File: src/rtl/regfile_arb_pkg.sv
// regfile_arb_pkg: shared constants, types and helpers for the register-file write arbiter
package regfile_arb_pkg;
    localparam int XLEN       = 32;
    localparam int REG_ADDR_W = 5;

    typedef struct packed {
        logic [REG_ADDR_W-1:0] rd;
        logic [XLEN-1:0]       data;
    } aux_entry_t;

    typedef enum logic [1:0] {SRC_NONE, SRC_PIPE, SRC_AUX} arb_src_t;

    // x0 is never a real destination, so it can never create a hazard
    function automatic logic rdMatches(
        input logic [REG_ADDR_W-1:0] rd,
        input logic [REG_ADDR_W-1:0] rs1,
        input logic [REG_ADDR_W-1:0] rs2
    );
        return rd != '0 && (rd == rs1 || rd == rs2);
    endfunction
endpackage

File: src/rtl/aux_result_fifo.sv
// aux_result_fifo: in-order buffer of auxiliary-unit results with per-slot rd/valid views
module aux_result_fifo
    import regfile_arb_pkg::*;
#(
    parameter int DEPTH = 2
) (
    input  logic                  clk,
    input  logic                  reset,
    input  logic                  push,
    input  aux_entry_t            pushEntry,
    input  logic                  pop,
    output aux_entry_t            head,
    output logic                  empty,
    output logic                  full,
    output logic [REG_ADDR_W-1:0] entryRd [DEPTH],
    output logic [DEPTH-1:0]      entryValid
);
    localparam int AW = $clog2(DEPTH);

    aux_entry_t    mem [DEPTH];
    logic [AW:0]   wrPtr, rdPtr, count;

    assign count = wrPtr - rdPtr;
    assign empty = wrPtr == rdPtr;
    assign full  = (wrPtr[AW] != rdPtr[AW]) && (wrPtr[AW-1:0] == rdPtr[AW-1:0]);
    assign head  = mem[rdPtr[AW-1:0]];

    always_ff @(posedge clk or posedge reset) begin
        if (reset) begin
            wrPtr <= '0;
            rdPtr <= '0;
        end else begin
            if (push) wrPtr <= wrPtr + 1'b1;
            if (pop) rdPtr <= rdPtr + 1'b1;
        end
    end

    always_ff @(posedge clk) begin
        if (push) mem[wrPtr[AW-1:0]] <= pushEntry;
    end

    // a slot is live when its distance from the read pointer is below the fill count
    for (genvar i = 0; i < DEPTH; i++) begin : g_slot
        logic [AW-1:0] off;
        assign off           = AW'(i) - rdPtr[AW-1:0];
        assign entryRd[i]    = mem[i].rd;
        assign entryValid[i] = {1'b0, off} < count;
    end
endmodule

File: src/rtl/regfile_wr_arbiter.sv
// regfile_wr_arbiter: shares the RF write port between pipeline WB and a buffered aux unit
// Optional statistics counters enabled by REGFILE_ARB_STATS_EN.
module regfile_wr_arbiter #(
    parameter int XLEN       = 32,
    parameter int FIFO_DEPTH = 2,
    parameter int STARVE_MAX = 4
) (
    input  logic            clk,
    input  logic            reset,
    input  logic            RegWriteW,
    input  logic [4:0]      rdW,
    input  logic [XLEN-1:0] ResultW,
    input  logic            aux_valid,
    output logic            aux_ready,
    input  logic [4:0]      aux_rd,
    input  logic [XLEN-1:0] aux_data,
    input  logic [4:0]      rs1D,
    input  logic [4:0]      rs2D,
    output logic            pend_hazard,
    output logic            stall_req,
    output logic            rf_we,
    output logic [4:0]      rf_rd,
    output logic [XLEN-1:0] rf_wdata
`ifdef REGFILE_ARB_STATS_EN
    ,output logic [31:0]    stat_stall_cycles,
    output logic [31:0]     stat_aux_writes
`endif
);
    import regfile_arb_pkg::*;

    localparam int CW = $clog2(STARVE_MAX + 1);

    aux_entry_t      head;
    logic            empty, full, push, pop, pipeWr, forceDrain;
    logic [4:0]      entryRd [FIFO_DEPTH];
    logic [FIFO_DEPTH-1:0] entryValid;
    logic [CW-1:0]   starveCnt;
    arb_src_t        src;

    aux_result_fifo #(.DEPTH(FIFO_DEPTH)) u_fifo (
        .clk        (clk),
        .reset      (reset),
        .push       (push),
        .pushEntry  ('{rd: aux_rd, data: aux_data}),
        .pop        (pop),
        .head       (head),
        .empty      (empty),
        .full       (full),
        .entryRd    (entryRd),
        .entryValid (entryValid)
    );

    // gating with reset keeps every output quiet while reset is held
    assign pipeWr     = !reset && RegWriteW && rdW != '0;
    assign forceDrain = starveCnt == CW'(STARVE_MAX) && !empty;
    assign src        = forceDrain ? SRC_AUX : pipeWr ? SRC_PIPE : !empty ? SRC_AUX : SRC_NONE;
    assign pop        = src == SRC_AUX;
    assign stall_req  = forceDrain;
    assign aux_ready  = !reset && (!full || pop);
    assign push       = aux_valid && aux_ready && aux_rd != '0;
    assign rf_we      = src != SRC_NONE;
    assign rf_rd      = src == SRC_PIPE ? rdW : src == SRC_AUX ? head.rd : '0;
    assign rf_wdata   = src == SRC_PIPE ? ResultW : src == SRC_AUX ? head.data : '0;

    always_comb begin
        pend_hazard = push && rdMatches(aux_rd, rs1D, rs2D);
        for (int i = 0; i < FIFO_DEPTH; i++)
            pend_hazard |= entryValid[i] && rdMatches(entryRd[i], rs1D, rs2D);
    end

    always_ff @(posedge clk or posedge reset) begin
        if (reset) starveCnt <= '0;
        else if (pop || empty) starveCnt <= '0;
        else if (pipeWr && starveCnt != CW'(STARVE_MAX)) starveCnt <= starveCnt + 1'b1;
    end

`ifdef REGFILE_ARB_STATS_EN
    always_ff @(posedge clk or posedge reset) begin
        if (reset) begin
            stat_stall_cycles <= '0;
            stat_aux_writes   <= '0;
        end else begin
            if (stall_req) stat_stall_cycles <= stat_stall_cycles + 1'b1;
            if (pop) stat_aux_writes <= stat_aux_writes + 1'b1;
        end
    end
`endif
endmodule

File: config.mk
export PLATFORM = sky130hd
export DESIGN_NAME = regfile_wr_arbiter
export DESIGN_NICKNAME = d
export VERILOG_FILES = /design/src/rtl/regfile_arb_pkg.sv /design/src/rtl/aux_result_fifo.sv /design/src/rtl/regfile_wr_arbiter.sv
export SDC_FILE = /design/constraint.sdc
export NUM_CORES = 1
export LEC_CHECK = 0
export ABC_AREA = 0
export CAP_MARGIN = 10
export CORE_AREA = 2 2 92 94
export CTS_CLUSTER_SIZE = 14
export DETAILED_ROUTE_END_ITERATION = 12
export DIE_AREA = 0 0 94 96
export MAX_ROUTING_LAYER = met4
export PLACE_DENSITY = 0.84
export SLEW_MARGIN = 20
export SYNTH_ARGS = -nofsm -noshare
export SYNTH_HDL_FRONTEND = slang
export SYNTH_SLANG_ARGS = --single-unit
File: constraint.sdc
create_clock -name clk -period 8.2 [get_ports clk]
set_clock_uncertainty 0.2 [all_clocks]
set_input_delay 1.64 -clock clk [delete_from_list [all_inputs] [get_ports clk]]
set_output_delay 1.64 -clock clk [all_outputs]
set_load 0.1 [all_outputs]
* Word level (Yosys, flattened, before mapping)
Memories as Yosys holds them, arrays and structs flattened.
Cells that the tools add are included.
** Word-level totals
- Bits in registers :: 7
- Bits in latches :: 0
- Bits in writable memories :: 74
- Memory bits (read-only) :: 0
- Bits of input ports :: 88
- Output and inout bits :: 41
- Memories :: 1
** Cells by class
- $add $sub $neg :: 6
- $mul :: 0
- Divide/modulo/power cells :: 0
- Magnitude comparators :: 2
- Equality and inequality tests :: 13
- Shift operators :: 0
- Muxes and demuxes :: 11
- Bitwise gates (word level) :: 2
- Reduce and logical (&&, ||, !) cells :: 28
** Memory list
- u_fifo.mem :: depth 2, bits a word 37, rd ports 3, clocked after Yosys merged registers in 0, wr ports 1, line aux_result_fifo.sv:20 : aux_entry_t mem [DEPTH];
** Operators with widths (count)
- $mux W32 :: 2
- $eq A5 B5 Y1 :: 6
- $reduce_bool A5 Y1 :: 4
- $logic_and A1 B1 Y1 :: 14
- $mux W5 :: 2
- $mux W2 :: 3
- $mux W3 :: 2
- $logic_or A1 B1 Y1 :: 5
- $add A2 B1 Y2 const B :: 2
- $lt A1 B2 Y1 :: 2
- $reduce_bool A2 Y1 :: 2
- $add A3 B1 Y3 const B :: 1
- $eq A3 B3 Y1 const B :: 1
- $logic_not A1 Y1 :: 3
- $ne A3 B3 Y1 const B :: 1
- $eq A2 B1 Y1 const B :: 1
- $eq A2 B2 Y1 :: 1
- $eq A2 B2 Y1 const B :: 1
- $mux W1 :: 2
- $or A1 B1 Y1 :: 2
- $sub A1 B1 Y1 const A :: 2
- $sub A2 B2 Y2 :: 1
- $eq A1 B1 Y1 :: 1
- $ne A1 B1 Y1 :: 1

* Logic depth before layout (Yosys ltp)
- Depth in word-level cells :: 13
- Depth in mapped cells :: 9
- Gate-level depth less buffers :: 6

* Hierarchy
From an unflattened synthesis, not the netlist that was laid out.
** Second synthesis, totals
- Cell total of the unflattened synthesis :: 268
- Area total of the unflattened synthesis :: 4063.9 sq um
** Modules (own cells, without submodules)
- aux_result_fifo :: instances 1, cells an instance 149, area an instance 3016.6 sq um, sequential area each 2322.2 sq um
- regfile_wr_arbiter :: instances 1, cells an instance 119, area an instance 1047.3 sq um, sequential area each 75.1 sq um

* Worst setup path after synthesis
Ideal clock, no wire load.
- Kind :: input port to output port
- Start point :: input port rs2D[4]
- End point :: output port pend_hazard
- Data arrival time :: 5578 ps
- Required time :: 6360 ps
- Path slack :: 782 ps
- Stages :: 5
- Buffers on the path :: 0
- Cells stage by stage :: xnor2_1 > nand3_1 > nor3_1 > a31oi_1 > o311ai_0
** On the way
- Longest elaborated chain between the ends :: 6
- Elaborated cells on any way between the ends :: 14
** RTL lines
- start: declaration :: line regfile_wr_arbiter.sv:18 : input logic [4:0] rs2D,
- $eq A5 B5 Y1 :: line regfile_arb_pkg.sv:19 : return rd != '0 && (rd == rs1 || rd == rs2);
- $logic_or A1 B1 Y1 :: line regfile_arb_pkg.sv:19
- $logic_and A1 B1 Y1 :: line regfile_arb_pkg.sv:19
- $logic_and A1 B1 Y1 (on tied branches) :: line regfile_wr_arbiter.sv:66, regfile_wr_arbiter.sv:68
- $or A1 B1 Y1 :: line regfile_wr_arbiter.sv:68 : pend_hazard |= entryValid[i] && rdMatches(entryRd[i], rs1D, rs2D);
- $or A1 B1 Y1 * :: line regfile_wr_arbiter.sv:68
- end: declaration :: line regfile_wr_arbiter.sv:19 : output logic pend_hazard,
Mark *: on every way between the ends. The rest lies on a longest branch, timed or not.

* Worst setup path in the final report
- Start point :: input port rdW[0]
- End point :: output port rf_wdata[12]
** On the way
- Longest elaborated chain between the ends :: 7
- Elaborated cells on any way between the ends :: 8
** RTL lines
- start: declaration :: line regfile_wr_arbiter.sv:11 : input logic [4:0] rdW,
- $reduce_bool A5 Y1 * :: line regfile_wr_arbiter.sv:54 : assign pipeWr = !reset && RegWriteW && rdW != '0;
- $logic_and A1 B1 Y1 * :: line regfile_wr_arbiter.sv:54
- $mux W2 * (2 in series) :: line regfile_wr_arbiter.sv:56 : assign src = forceDrain ? SRC_AUX : pipeWr ? SRC_PIPE : !empty ? SRC_AUX : SRC_NONE;
- $eq A2 B2 Y1 :: line regfile_wr_arbiter.sv:63 : assign rf_wdata = src == SRC_PIPE ? ResultW : src == SRC_AUX ? head.data : '0;
- $mux W32 :: line regfile_wr_arbiter.sv:63
- $mux W32 * :: line regfile_wr_arbiter.sv:63
- end: declaration :: line regfile_wr_arbiter.sv:23 : output logic [XLEN-1:0] rf_wdata
Marks and branches as above.

==> impl_metrics.json <==
{
  "drv_cap": 0,
  "place_congestion": 0.892,
  "synth_compound_area_frac": 0.122,
  "grt_pass1_wl_mm": 13.0,
  "synth_flop_cell": "edfxtp_1",
  "synth_edf_count": 74,
  "drcViolationCount": 0,
  "critPathKind": "in -> out",
  "path_max_fanout": 39,
  "cts_tree": "built",
  "crit_slowest_cell": "clkdlybuf4s50_1",
  "routed_wl_mm": 8.41,
  "hold_buffers": 0,
  "avgViaCountPerCell": 5.31,
  "rsz0062_at_grt": "no",
  "postCtsSetupBuffers": 0,
  "grt_start_max_net_pins": 40,
  "finalHoldViolCount": 0,
  "fmax_ghz": 0.149,
  "grtUsageTotal": 0.199,
  "r2r_end": "u_fifo.mem[1][19]$_DFFE_PP_",
  "grt_pass1_vias": 2672,
  "critPathRequiredTime_ps": 6360,
  "syn-num-nets": 348,
  "relSlewSlack": 0.332,
  "path_cells": "clkdlybuf4s50_1 > or4_1 > o21a_1 > a31o_2 > o2bb2ai_1 > clkdlybuf4s50_1",
  "crit_top_cell": "clkdlybuf4s50_1",
  "nets": 476,
  "synth_area_leaders": "edfxtp_1 58%, mux2i_1 9.6%, o2bb2ai_1 6.1%, xnor2_1 5.7%, dfrtp_1 4.5%",
  "core_mm2": 0.00805,
  "cts_buffers": 9,
  "ys_types": 31,
  "die-width_um": 94,
  "wl_per_cell_um": 17.1,
  "synth_simple_gate_area_frac": 0.0396,
  "diodes": 0,
  "path_delay_family": "buffers and inverters",
  "drt-initial-drc-count": 105,
  "antenna_found_initial": 0,
  "holdWs_ps": 276,
  "fin_tns_setup_ps": 0,
  "worst-slew-pin-transition_ps": 999,
  "synth.area.mux_share": 0.0960,
  "post-synth-top-count-cell": "edfxtp_1",
  "placed_area_mm2": 0.00522,
  "vias": 2618,
  "first_pass_iters": 4,
  "ant_nets": 0,
  "multiInputGateArea_mm2": 0.00138,
  "worstReg2RegStart": "u_fifo.rdPtr[1]$_DFFE_PP0P_",
  "synth_cells": 255,
  "netlist_area_mm2": 0.00386,
  "syn2layout_area_growth_pct": 41.1,
  "yosys_warnings": 0,
  "clk_pin_slew_ps": 70,
  "setup_violations": 0,
  "synth_area_per_cell_um2": 15.1,
  "worstHoldPathType": "reg -> reg",
  "hpwl_mm": 5.85,
  "regToRegSetupSlack_ps": 5710,
  "synth_commonest_cells": "74 x edfxtp_1, 37 x mux2i_1, 27 x o2bb2ai_1, 25 x xnor2_1, 11 x xor2_1",
  "fillCellCount": 574,
  "die_h_um": 96,
  "ff_latch_area_mm2": 0.00240,
  "timing.final.crit_share": 0.821,
  "cts.sinks": 81,
  "min_to": "starveCnt[0]$_DFFE_PP0P_",
  "cts_max_level": 3,
  "synth_xor_area_frac": 0.0818,
  "critPathBufInv": 2,
  "die_area_mm2": 0.00902,
  "drv_slew": 0,
  "setup.worst_path.start_class": "primary input",
  "cp-end-kind": "primary output",
  "synth_top_area_frac": 0.576,
  "yosys.area.top_type": "edfxtp_1",
  "r2r_cells": 4,
  "design_area_mm2": 0.00544,
  "worstPathArrival_ps": 4890,
  "rows": 33,
  "cts-root-buf": "clkbuf_8",
  "io_pins": 129,
  "slowest_delay_ps": 1180,
  "synth-adder-area-share": 0.0162,
  "status": "finished clean",
  "numPortBuffers": 128,
  "cts.path.max_buffers": 2,
  "ys_seq_area_frac": 0.622,
  "grt-ovfl-total": 0,
  "drive_gt1_frac": 0.0876,
  "clk_latency_ps": 340,
  "start_util": 0.479,
  "synthArstFlopShare": 0.0864,
  "hold_depth": 1,
  "hold_start": "starveCnt[0]$_DFFE_PP0P_",
  "synth-seq-cells": 81,
  "fin_crit_ps": 6730,
  "cts_resized": 0,
  "synth_top_family_by_area": "compound AO/OA/AOI/OAI gates"
}
## how the worst max path moves through the flow
stage | start | to | slack, ps | depth (start not counted)
2_1_floorplan | rs2D[4] | pend_hazard | 780 | 5
3_5_place_dp | rdW[0] | rf_wdata[12] | 1450 | 6
6_report | rdW[0] | rf_wdata[12] | 1470 | 6
4_1_cts | rdW[0] | rf_wdata[12] | 1450 | 6
3_3_place_gp | rdW[0] | rf_wdata[29] | 1560 | 6
5_1_grt | rdW[0] | rf_wdata[3] | 1350 | 6
## routing by layer
layer  vias up  part of all wire  global-route usage
met1      1246              0.42               0.239
met2        96              0.51               0.332
met3        17             0.049              0.0337
met4         0             0.021              0.0894
met5         -                 0                   -
li1       1259                 -                   -
## cell families after synthesis
family / after synthesis
AOI/OAI and AO/OA: 48
and+or+nand+nor: 29
muxes: 37
adders and majority gates: 5
buffers and inverters: 19
DFF: 81
xor gates and xnor gates: 36
## cell type report
cell class | instances | area share
well taps | 105 | 0.0241
clock inverters | 6 | 0.0166
repair buffers | 129 | 0.237
flip-flops and latches | 81 | 0.441
multi-input cells | 155 | 0.253
inverters | 7 | 0.00483
clock buffers | 10 | 0.0235
## layout by cell type, fill, tap and decap left out, types with 2 or more instances in the layout
cell,instances
o2bb2ai_2,10
or4_1,4
a31oi_1,2
mux2i_1,37
ha_1,5
xnor2_1,25
nand3_1,5
nor2_1,5
nor3_1,4
clkdlybuf4s50_1,128
o2bb2ai_1,27
xor2_1,11
and2_2,2
dfrtp_1,6
edfxtp_1,74
clkbuf_8,9
nand2_1,5
bufinv_16,2
inv_1,7
## sequential cells by signal (all words and copies together), names as in the netlist
| signal | count |
|---|---|
| starveCnt | 3 |
| u_fifo.mem | 74 |
| u_fifo.rdPtr | 2 |
| u_fifo.wrPtr | 2 |
## per-stage QoR
stage | utilization | setup WS [ps] | instances
6_report | 0.676 | 1470 | 493
5_1_grt | 0.676 | 1350 | 493
4_1_cts | 0.676 | 1450 | 493
3_5_place_dp | 0.649 | 1450 | 477
3_3_place_gp | 0.649 | 1560 | 477
2_1_floorplan | - | 782 | 255
Power is left out: the tool's default activity adds up to more than one toggle a clock period on the data nets, which glitch-free logic cannot reach.
